`src/rtl/mjpg_stream_parser.sv`:
```
// Receive-side MJPG parser: delimits frames at SOI/EOI, captures SOF0 size, skips headers, unstuffs ECS.
// Every output is registered (one cycle after the accepting byte); state only advances on jvalid cycles.
module mjpg_stream_parser #(
  parameter int FRAME_CNT_W = 16,
  parameter bit PASS_RST    = 1'b0
) (
  input  logic                   clk,
  input  logic                   rst,
  input  logic                   jvalid,
  input  logic [7:0]             jpeg,
  output logic                   ecs_valid,
  output logic [7:0]             ecs_data,
  output logic                   ecs_rst,
  output logic                   frame_start,
  output logic                   frame_end,
  output logic                   hdr_valid,
  output logic [15:0]            width,
  output logic [15:0]            height,
  output logic                   err,
  output logic [FRAME_CNT_W-1:0] frame_cnt
);

  typedef enum logic [3:0] {
    HUNT, HUNT_FF, MARK, MARK_FF, LEN_H, LEN_L, BODY, ECS, ECS_FF
  } state_t;

  state_t      state;
  logic [7:0]  mcode;
  logic [7:0]  len_hi;
  logic [15:0] cnt;
  logic [15:0] h_tmp;
  logic [15:0] w_tmp;
  logic [2:0]  idx;
  logic [15:0] seg_len;
  logic        is_rstn;

  assign seg_len = {len_hi, jpeg};
  assign is_rstn = (jpeg[7:3] == 5'b11010);

  always_ff @(posedge clk) begin
    if (rst) begin
      state       <= HUNT;
      mcode       <= 8'h00;
      len_hi      <= 8'h00;
      cnt         <= 16'd0;
      h_tmp       <= 16'd0;
      w_tmp       <= 16'd0;
      idx         <= 3'd0;
      ecs_valid   <= 1'b0;
      ecs_data    <= 8'h00;
      ecs_rst     <= 1'b0;
      frame_start <= 1'b0;
      frame_end   <= 1'b0;
      hdr_valid   <= 1'b0;
      width       <= 16'd0;
      height      <= 16'd0;
      err         <= 1'b0;
      frame_cnt   <= '0;
    end else begin
      ecs_valid   <= 1'b0;
      ecs_rst     <= 1'b0;
      frame_start <= 1'b0;
      frame_end   <= 1'b0;
      hdr_valid   <= 1'b0;
      err         <= 1'b0;
      if (jvalid) begin
        case (state)
          HUNT: if (jpeg == 8'hFF) state <= HUNT_FF;
          HUNT_FF: begin
            if (jpeg == 8'hD8) begin
              frame_start <= 1'b1;
              state       <= MARK;
            end else if (jpeg != 8'hFF) begin
              state <= HUNT;
            end
          end
          MARK: begin
            if (jpeg == 8'hFF) state <= MARK_FF;
            else begin
              err   <= 1'b1;
              state <= HUNT;
            end
          end
          MARK_FF: begin
            mcode <= jpeg;
            if (jpeg == 8'hFF) begin
              state <= MARK_FF;
            end else if (jpeg == 8'hD9) begin
              frame_end <= 1'b1;
              frame_cnt <= frame_cnt + 1'b1;
              state     <= HUNT;
            end else if (jpeg == 8'hD8) begin
              err         <= 1'b1;
              frame_start <= 1'b1;
              state       <= MARK;
            end else if (jpeg == 8'h01 || is_rstn) begin
              state <= MARK;
            end else if (jpeg == 8'h00) begin
              err   <= 1'b1;
              state <= HUNT;
            end else begin
              state <= LEN_H;
            end
          end
          LEN_H: begin
            len_hi <= jpeg;
            state  <= LEN_L;
          end
          LEN_L: begin
            cnt <= seg_len - 16'd2;
            idx <= 3'd0;
            if (seg_len < 16'd2) begin
              err   <= 1'b1;
              state <= HUNT;
            end else if (seg_len == 16'd2) begin
              // Empty body: an empty SOF0 is as short as a SOF0 can get.
              if (mcode == 8'hC0) begin
                err   <= 1'b1;
                state <= HUNT;
              end else if (mcode == 8'hDA) state <= ECS;
              else state <= MARK;
            end else begin
              state <= BODY;
            end
          end
          BODY: begin
            cnt <= cnt - 16'd1;
            if (idx != 3'd7) idx <= idx + 3'd1;
            case (idx)
              3'd1:    h_tmp[15:8] <= jpeg;
              3'd2:    h_tmp[7:0]  <= jpeg;
              3'd3:    w_tmp[15:8] <= jpeg;
              3'd4:    w_tmp[7:0]  <= jpeg;
              default: ;
            endcase
            if (cnt == 16'd1) begin
              if (mcode == 8'hC0) begin
                // Last byte may itself be width[7:0], so bypass the staging register.
                if (idx >= 3'd4) begin
                  hdr_valid <= 1'b1;
                  height    <= h_tmp;
                  width     <= (idx == 3'd4) ? {w_tmp[15:8], jpeg} : w_tmp;
                  state     <= MARK;
                end else begin
                  err   <= 1'b1;
                  state <= HUNT;
                end
              end else if (mcode == 8'hDA) state <= ECS;
              else state <= MARK;
            end
          end
          ECS: begin
            if (jpeg == 8'hFF) state <= ECS_FF;
            else begin
              ecs_valid <= 1'b1;
              ecs_data  <= jpeg;
            end
          end
          ECS_FF: begin
            if (jpeg == 8'h00) begin
              ecs_valid <= 1'b1;
              ecs_data  <= 8'hFF;
              state     <= ECS;
            end else if (is_rstn) begin
              ecs_rst <= PASS_RST;
              state   <= ECS;
            end else if (jpeg == 8'hD9) begin
              frame_end <= 1'b1;
              frame_cnt <= frame_cnt + 1'b1;
              state     <= HUNT;
            end else if (jpeg != 8'hFF) begin
              err   <= 1'b1;
              state <= HUNT;
            end
          end
          default: state <= HUNT;
        endcase
      end
    end
  end

endmodule

```
`config.mk`:
```
export PLATFORM = sky130hd
export DESIGN_NAME = mjpg_stream_parser
export DESIGN_NICKNAME = d
export VERILOG_FILES = /design/src/rtl/mjpg_stream_parser.sv
export SDC_FILE = /design/constraint.sdc
export NUM_CORES = 1
export LEC_CHECK = 0
export CORE_AREA = 2 2 117 119
export DETAILED_ROUTE_END_ITERATION = 6
export DIE_AREA = 0 0 119 121
export PLACE_DENSITY = 0.79
export SYNTH_ARGS = -nofsm -noshare
export SYNTH_HDL_FRONTEND = slang
export SYNTH_SLANG_ARGS = --single-unit
```
`constraint.sdc`:
```
create_clock -name clk -period 2.4 [get_ports clk]
set_input_delay 0.24 -clock clk [delete_from_list [all_inputs] [get_ports clk]]
set_output_delay 0.24 -clock clk [all_outputs]
set_load 0.1 [all_outputs]
```
==> reports/summary.txt, run 1 <==
critical path type = register to register
Setup Slack @ Placement = -0.116 ns
Hold Vio Cnt, Final = 0
H-tree Lvls = 4
share of layout cells above drive strength 1 = 18.0%
Worst path slowest cell = or4_1
DRT Wirelength = 16.1 mm
Final WS setup = 0.108 ns
distinct cell type count after synthesis = 67
slowest cell delay on critical path = 0.62 ns
Hold Path Depth = 3
arrival time worst endpoint = 2.62 ns
warnings from Yosys = 0
Yosys reg bits = 132
Relative slew margins = 42.5%
period utilization = 95.5%
Placer Congestion = 0.891
Pint = 3.85 mW
Clock Skews = 0.00788 ns
Compound-Gate Fraction of Synth Area = 15.6%
Most Crowded Layer GR = met2
synthesized net count = 797
Post-Synth XOR/XNOR Area = 3.27%
Die Ht = 121 microns
simple-gate share of the synthesized area = 27.0%
Post-DP HPWL = 10.6 mm
grt ovf = 0
flop2flop setup slack = 0.11 ns
Crit path required time = 2.73 ns
r2r endpoint = width[6]
largest cells by area after synthesis = dfxtp_1 41%, mux2i_1 6.1%, nand2_1 6.1%
worst hold start = rst
Nets = 870
first-pass GRT wire length = 26.6 mm
Starting DRT DRC Count = 541
hold slack = 0.301 ns
critical path's top delay family = simple AND/OR/NAND/NOR gates
FP Rows = 42
Switching Share = 22.2%
Num CTS Buffers = 17
area growth from synthesis to layout = 24.0%
Root Driver = clkbuf_16
Final Cell Area = 7960 sq um
met1 GRT Util = 29.6%
GRT met3 Usage = 5.50%
Max-Cap Viols = 0
Buf/Inv on CP = 1
clock-pin slew on the worst setup and hold paths = 0.06 ns
drt pass-1 iters = 5
RR Startpoint = cnt[12]
antenna violations before repair = 0
Post-DRT Antenna Nets = 0
cells after synthesis = 776
largest area contributor in the netlist = dfxtp_1
post-synthesis sequential area ratio = 41.1%
vias in the first global route = 5523
Seq pwr share = 44.3%
Max Fanout on Critical Path = 24
PostCTS Resize Cnt = 0
startpoint types = register
Adder-Cell Fraction of Synth Area = 1.95%
status = finished, final reports clean
crit-path cells = or4_1 > nor4_4 > and4_1 > buf_12 > nor2_1 > a311oi_2
starting density of the core = 49.1%
Gate power share = 3.9%
Post-synth EDFFs = 0
post-DR vias/cell = 5.63
crit end category = register
worst vdd ir = 0.553 mV
worst skew pair latency = 0.42 ns
worst hold endpoint = frame_cnt[14]
# diodes = 0
met2 Use GR = 36.1%
Tot Pwr = 4.95 mW
FFs w/ async S/R, synth = 0%
main combinational cell family by area after synthesis = simple AND/OR/NAND/NOR gates
fill cell count = 1132
highest achievable clock rate = 436 MHz
clk sinks = 132
FF-to-FF path depth = 6
gr usage total = 23.0%
mux share of post-synthesis cell area = 6.08%
worst hold-check path type = input port to register
pin count of the biggest net entering global routing = 83
worst slew pin tran = 0.863 ns
post-synth design cell area = 6420 sq um
ys flop type = dfxtp_1
DIE WIDTH = 119 microns
share of the synthesized area in the top cell type = 41.1%
clock power share = 51.7%
# DRC = 0
WL/cell = 15.5 microns
Core ar. = 13100 sq um
Port Buffers = 71
CTS tree = done
top cells by count, synth = 132 x dfxtp_1, 104 x nand2_1, 94 x nor2_1, 60 x a21oi_1, 52 x clkbuf_1
die area = 14400 sq um
pwr dens = 621 nW/um^2
routed via count = 5846
placed cell area = 7380 sq um
Max Slew Vio Count = 0
Tmin final = 2.29 ns
RSZ-0062 raised after global routing = false
syn avg cell area = 8.28 sq um
leakage = 3.09 nW
Psw = 1.10 mW
clock buffer depth = 2
num ports = 73
Final setup violation count = 0
most common cell in the netlist = dfxtp_1
## state kept, by name, summed over array words and instances (netlist names), 3 cells and up
register	count
ecs_data	8
state	4
mcode	8
w_tmp	16
cnt	16
h_tmp	16
height	16
width	16
len_hi	8
idx	3
frame_cnt	16
## final cells by class
cell class	count	area (sq um)	area share (%)
well taps	176	220	2.77
multi-input cells	571	3490	43.8
flip-flops and latches	132	2640	33.2
inverters	10	37.5	0.471
clock inverters	10	123	1.54
clock buffers	22	464	5.83
repair buffers	117	988	12.4
## per-layer routing
layer,up-vias,part of all wire (%)
li1,2895,-
met1,2754,46
met2,166,47
met3,31,5.4
met4,0,2.2
met5,-,0
## metrics by stage
stage          util, %  instances  setup TNS [ns]
3_5_place_dp      56.4       1006          -0.869
5_1_grt           60.9       1038               0
6_report          60.9       1038               0
2_1_floorplan        -        776               0
3_3_place_gp      56.4       1006          -0.812
4_1_cts           60.9       1038               0
## power by group through the flow
stage	clock [mW]	sequential (mW)	combinational, mW
after floorplan	0	2.24	0.102
after global placement	0	2.24	0.192
after detailed placement	0	2.24	0.190
after CTS	2.61	2.19	0.192
after global routing	2.70	2.19	0.206
final	2.56	2.19	0.195
## worst max path at each step
stage,startpoint,endpoint,depth (start not counted)
final,cnt[12],width[6],6
after global routing,state[3],frame_cnt[13],5
after CTS,cnt[12],width[6],6
after detailed placement,jpeg[2],ecs_data[2],9
after global placement,jpeg[6],ecs_data[1],9
after floorplan,frame_cnt[3],frame_cnt[13],5
## cells in the final DEF (no fill, tap or decap), types with 8 or more instances in the layout
| master | instances |
|---|---|
| clkdlybuf4s50_1 | 9 |
| nand4_1 | 22 |
| a211oi_1 | 10 |
| o21ai_0 | 22 |
| nand3_1 | 40 |
| and2_1 | 8 |
| dfxtp_1 | 132 |
| inv_1 | 10 |
| ha_1 | 10 |
| nor4_1 | 8 |
| xor2_1 | 15 |
| clkbuf_16 | 17 |
| nor3_1 | 12 |
| or3_1 | 10 |
| buf_4 | 101 |
| a311oi_2 | 8 |
| nand2_1 | 104 |
| xnor2_1 | 9 |
| mux2i_1 | 39 |
| nor2_1 | 94 |
| a21oi_1 | 60 |
## tightest hold or removal path: cells and delay by family
kind                   cells  cell delay (ns)
AO/OA/AOI/OAI              1             0.16
buffers and inverters      2             0.27
## repair_timing
item,in CTS,in global routing
endpoints found under the setup margin,0,1
hold buffers,0,0
setup buffers,0,0
## logic make-up (layout without fill, tap and decap cells)
kind of cell    Yosys count  after routing
simple gates            350            350
mux                      39             39
fa+ha+maj                10             10
xor+xnor                 24             24
other cells               1              1
compound gates          147            147
flops                   132            132
buf+inv                  73            159
Note: power is estimated with default switching activity, not from simulation.
==> run 2, diff against run 1 <==
--- a/config.mk
+++ b/config.mk
@@ -6,6 +6,7 @@
 export NUM_CORES = 1
 export LEC_CHECK = 0
 export CORE_AREA = 2 2 117 119
+export CTS_BUF_LIST = sky130_fd_sc_hd__clkbuf_4 sky130_fd_sc_hd__clkbuf_8
 export DETAILED_ROUTE_END_ITERATION = 6
 export DIE_AREA = 0 0 119 121
 export PLACE_DENSITY = 0.79
==> reports/summary.txt, run 2 (same netlist as run 1, synthesis figures left out) <==
status = finished, final reports clean
setup_tns = 0 ns
Crit path required time = 2.75 ns
DRT Wirelength = 15.9 mm
DIE WIDTH = 119 microns
startpoint types = register
Max Slew Vio Count = 0
Starting DRT DRC Count = 571
H-tree Lvls = 4
Final Cell Area = 7780 sq um
critical path type = register to register
pwr dens = 550 nW/um^2
placed cell area = 7380 sq um
Num CTS Buffers = 17
worst hold endpoint = frame_cnt[14]
Final WS setup = 0.103 ns
drt pass-1 iters = 4
hold buffers post-CTS = 0
Clock Skews = 0.0137 ns
Tot Pwr = 4.28 mW
FF-to-FF path depth = 6
Max-Cap Viols = 0
grt ovf = 0
PostCTS Resize Cnt = 0
share of layout cells above drive strength 1 = 18.3%
WL/cell = 15.3 microns
Post-DP HPWL = 10.6 mm
area growth from synthesis to layout = 21.2%
clock-pin slew on the worst setup and hold paths = 0.07 ns
Finished Layout Cells = 1038
Root Driver = clkbuf_8
Final Util = 59.5%
routed via count = 5815
Post-DRT Antenna Nets = 0
critical path's top delay family = simple AND/OR/NAND/NOR gates
starting density of the core = 49.1%
pin count of the biggest net entering global routing = 83
highest achievable clock rate = 435 MHz
post-DR vias/cell = 5.60
Relative slew margins = 42.9%
total setup buffers inserted after CTS = 0
clock buffer depth = 2
gr usage total = 22.6%
flop2flop setup slack = 0.10 ns
crit-path cells = or4_1 > nor4_4 > and4_1 > buf_12 > nor2_1 > a311oi_2
Buf/Inv on CP = 1
period utilization = 95.7%
# diodes = 0
first-pass GRT wire length = 26.2 mm
dpl cells = 1006
worst skew pair latency = 0.45 ns
# DRC = 0
r2r endpoint = width[6]
worst hold-check path type = input port to register
leakage = 3.01 nW
Hold Path Depth = 3
Placer Congestion = 0.891
RR Startpoint = cnt[12]
slowest cell delay on critical path = 0.62 ns
FP Rows = 42
antenna violations before repair = 0
CTS tree = done
Die Ht = 121 microns
crit end category = register
commonest non-fill, non-tap cells in the layout = 132 x dfxtp_1, 104 x nand2_1, 101 x buf_4
clk sinks = 132
Tmin final = 2.30 ns
Max Fanout on Critical Path = 24
Hold Vio Cnt, Final = 0
RSZ-0062 raised after global routing = false
worst slew pin tran = 0.857 ns
commonest non-fill, non-tap cell in the layout = dfxtp_1
Nets = 870
hold slack = 0.275 ns
fill cell count = 1176
Port Buffers = 71
Worst path slowest cell = or4_1
worst hold start = rst
Setup Slack @ Placement = -0.116 ns
Final setup violation count = 0
vias in the first global route = 5447
num ports = 73
Core ar. = 13100 sq um
die area = 14400 sq um
arrival time worst endpoint = 2.65 ns
worst vdd ir = 0.394 mV
run 2: report_power, final:
| part | total (mW) | switching [mW] | leakage, nW | internal (mW) |
|---|---|---|---|---|
| Sequential | 2.19 | 0.0000385 | 1.06 | 2.19 |
| Clock | 1.90 | 0.881 | 0.200 | 1.02 |
| Combinational | 0.195 | 0.130 | 1.75 | 0.0650 |
run 2: layout make-up:
cell class              count  area, sq um  area share (%)
clock inverters            10          123            1.58
inverters                  10         37.5           0.482
flip-flops and latches    132         2640            33.9
well taps                 176          220            2.83
multi-input cells         571         3490            44.8
clock buffers              22          284            3.65
repair buffers            117          988            12.7
run 2: how the worst max path moves through the flow:
stage | depth (start not counted) | start | endpoint | slack [ns]
3_5_place_dp | 9 | jpeg[2] | ecs_data[2] | -0.12
4_1_cts | 6 | cnt[12] | width[6] | 0.09
6_report | 6 | cnt[12] | width[6] | 0.10
2_1_floorplan | 5 | frame_cnt[3] | frame_cnt[13] | 0.10
3_3_place_gp | 9 | jpeg[6] | ecs_data[1] | -0.11
5_1_grt | 5 | state[3] | frame_cnt[13] | 0.02
run 2: worst min-delay path: cells and delay by family:
kind | cells | cell delay, ns
buf+inv | 2 | 0.27
compound gates | 1 | 0.16
run 2: routing by layer:
layer  wire [microns]  track usage [%]
met5                0                0
met4              378             10.6
met2             7230             35.6
met1             7330             29.1
met3              932             5.50
==> run 3, diff against run 2 <==
--- a/config.mk
+++ b/config.mk
@@ -9,7 +9,7 @@
 export CTS_BUF_LIST = sky130_fd_sc_hd__clkbuf_4 sky130_fd_sc_hd__clkbuf_8
 export DETAILED_ROUTE_END_ITERATION = 6
 export DIE_AREA = 0 0 119 121
-export PLACE_DENSITY = 0.79
+export PLACE_DENSITY = 0.69
 export SYNTH_ARGS = -nofsm -noshare
 export SYNTH_HDL_FRONTEND = slang
 export SYNTH_SLANG_ARGS = --single-unit
==> reports/summary.txt, run 3 (same netlist as run 1, synthesis figures left out) <==
commonest non-fill, non-tap cells in the layout = 132 x dfxtp_1, 104 x nand2_1, 103 x buf_4
Root Driver = clkbuf_8
worst hold-check path type = input port to register
clock power share = 43.2%
WL/cell = 16.3 microns
# DRC = 0
clk sinks = 132
leakage = 3.01 nW
Die Ht = 121 microns
startpoint types = register
Worst Setup SP = cnt[6]
grt ovf = 0
CTS tree = done
hold buffers post-CTS = 0
Psw = 994 uW
hold slack = 0.249 ns
crit-path cells = or4_4 > nor4_4 > and4_1 > buf_12 > nor2_1 > a311oi_2
Tot Pwr = 4.20 mW
die area = 14400 sq um
vias in the first global route = 5686
pin count of the biggest net entering global routing = 89
Max Fanout on Critical Path = 40
period utilization = 95.3%
worst vdd ir = 0.398 mV
status = finished, final reports clean
Final setup violation count = 0
Switching Share = 23.6%
DIE WIDTH = 119 microns
Port Buffers = 71
num ports = 73
Crit path required time = 2.75 ns
area growth from synthesis to layout = 20.9%
PostCTS Resize Cnt = 0
clock buffer depth = 2
fill cell count = 1166
crit end category = register
gr usage total = 24.0%
dpl cells = 1008
Max Slew Vio Count = 0
total setup buffers inserted after CTS = 0
pwr dens = 542 nW/um^2
setup_tns = 0 ns
Seq pwr share = 52.1%
Starting DRT DRC Count = 407
Pint = 3.21 mW
worst slew pin tran = 0.916 ns
starting density of the core = 49.1%
Buf/Inv on CP = 1
Post-DRT Antenna Nets = 0
Placer Congestion = 0.909
H-tree Lvls = 4
Tmin final = 2.29 ns
arrival time worst endpoint = 2.64 ns
worst hold start = rst
commonest non-fill, non-tap cell in the layout = dfxtp_1
RR Startpoint = cnt[6]
post-DR vias/cell = 5.73
routed via count = 5946
DRT Wirelength = 16.9 mm
Finished Layout Cells = 1037
critical path's top delay family = simple AND/OR/NAND/NOR gates
share of layout cells above drive strength 1 = 18.2%
Gate power share = 4.8%
Worst path slowest cell = or4_4
critical path type = register to register
Nets = 872
drt pass-1 iters = 7
Max-Cap Viols = 0
first-pass GRT wire length = 27.8 mm
highest achievable clock rate = 437 MHz
Clock Skews = 0.00636 ns
Hold Vio Cnt, Final = 0
# diodes = 0
Core ar. = 13100 sq um
clock-pin slew on the worst setup and hold paths = 0.07 ns
slowest cell delay on critical path = 0.56 ns
RSZ-0062 raised after global routing = false
worst skew pair latency = 0.45 ns
FP Rows = 42
Post-DP HPWL = 11.4 mm
Relative slew margins = 38.9%
antenna violations before repair = 0
Num CTS Buffers = 17
## run 3: tightest hold or removal path, cell delays in order
cell	delay, ns
buf_4	0.10
inv_1	0.03
buf_4	0.17
o21a_1	0.11
## run 3: power by group through the flow
| stage | registers, mW | logic (mW) | clock network, mW |
|---|---|---|---|
| after floorplan | 2.24 | 0.102 | 0 |
| after global placement | 2.24 | 0.195 | 0 |
| after detailed placement | 2.24 | 0.196 | 0 |
| after CTS | 2.19 | 0.197 | 1.85 |
| after global routing | 2.19 | 0.211 | 1.96 |
| final | 2.19 | 0.200 | 1.82 |
## run 3: metal layers
layer  part of all wire, %  track usage, %  vias up
met2                    48            39.3      194
met4                   1.6            9.08        0
met5                     0               0        -
met1                    45            30.9     2831
li1                      -               -     2895
met3                   5.8            5.59       26
## run 3: per-stage QoR
| stage | setup WS [ns] | utilization (%) | cell area [sq um] |
|---|---|---|---|
| floorplan | 0.102 | - | 6420 |
| global placement | -0.0757 | 56.5 | 7390 |
| detailed placement | -0.0790 | 56.5 | 7390 |
| CTS | 0.127 | 59.3 | 7760 |
| global route | 0.0175 | 59.3 | 7760 |
| finish | 0.112 | 59.3 | 7760 |
## run 3: layout make-up
cell class,count,area [sq um],area share [%]
clock buffers,20,263,3.38
well taps,176,220,2.84
multi-input cells,571,3490,44.9
inverters,10,37.5,0.484
repair buffers,119,1000,12.9
flip-flops and latches,132,2640,34.0
clock inverters,9,108,1.39
## run 3: path summary, 6_finish.rpt
kind,to,slack [ns],cells after the start
worst max register to register,width[1],0.11,6
worst min-delay path,frame_cnt[14],0.25,4
worst min register to register,width[13],0.46,2
worst max-delay path,width[1],0.11,6
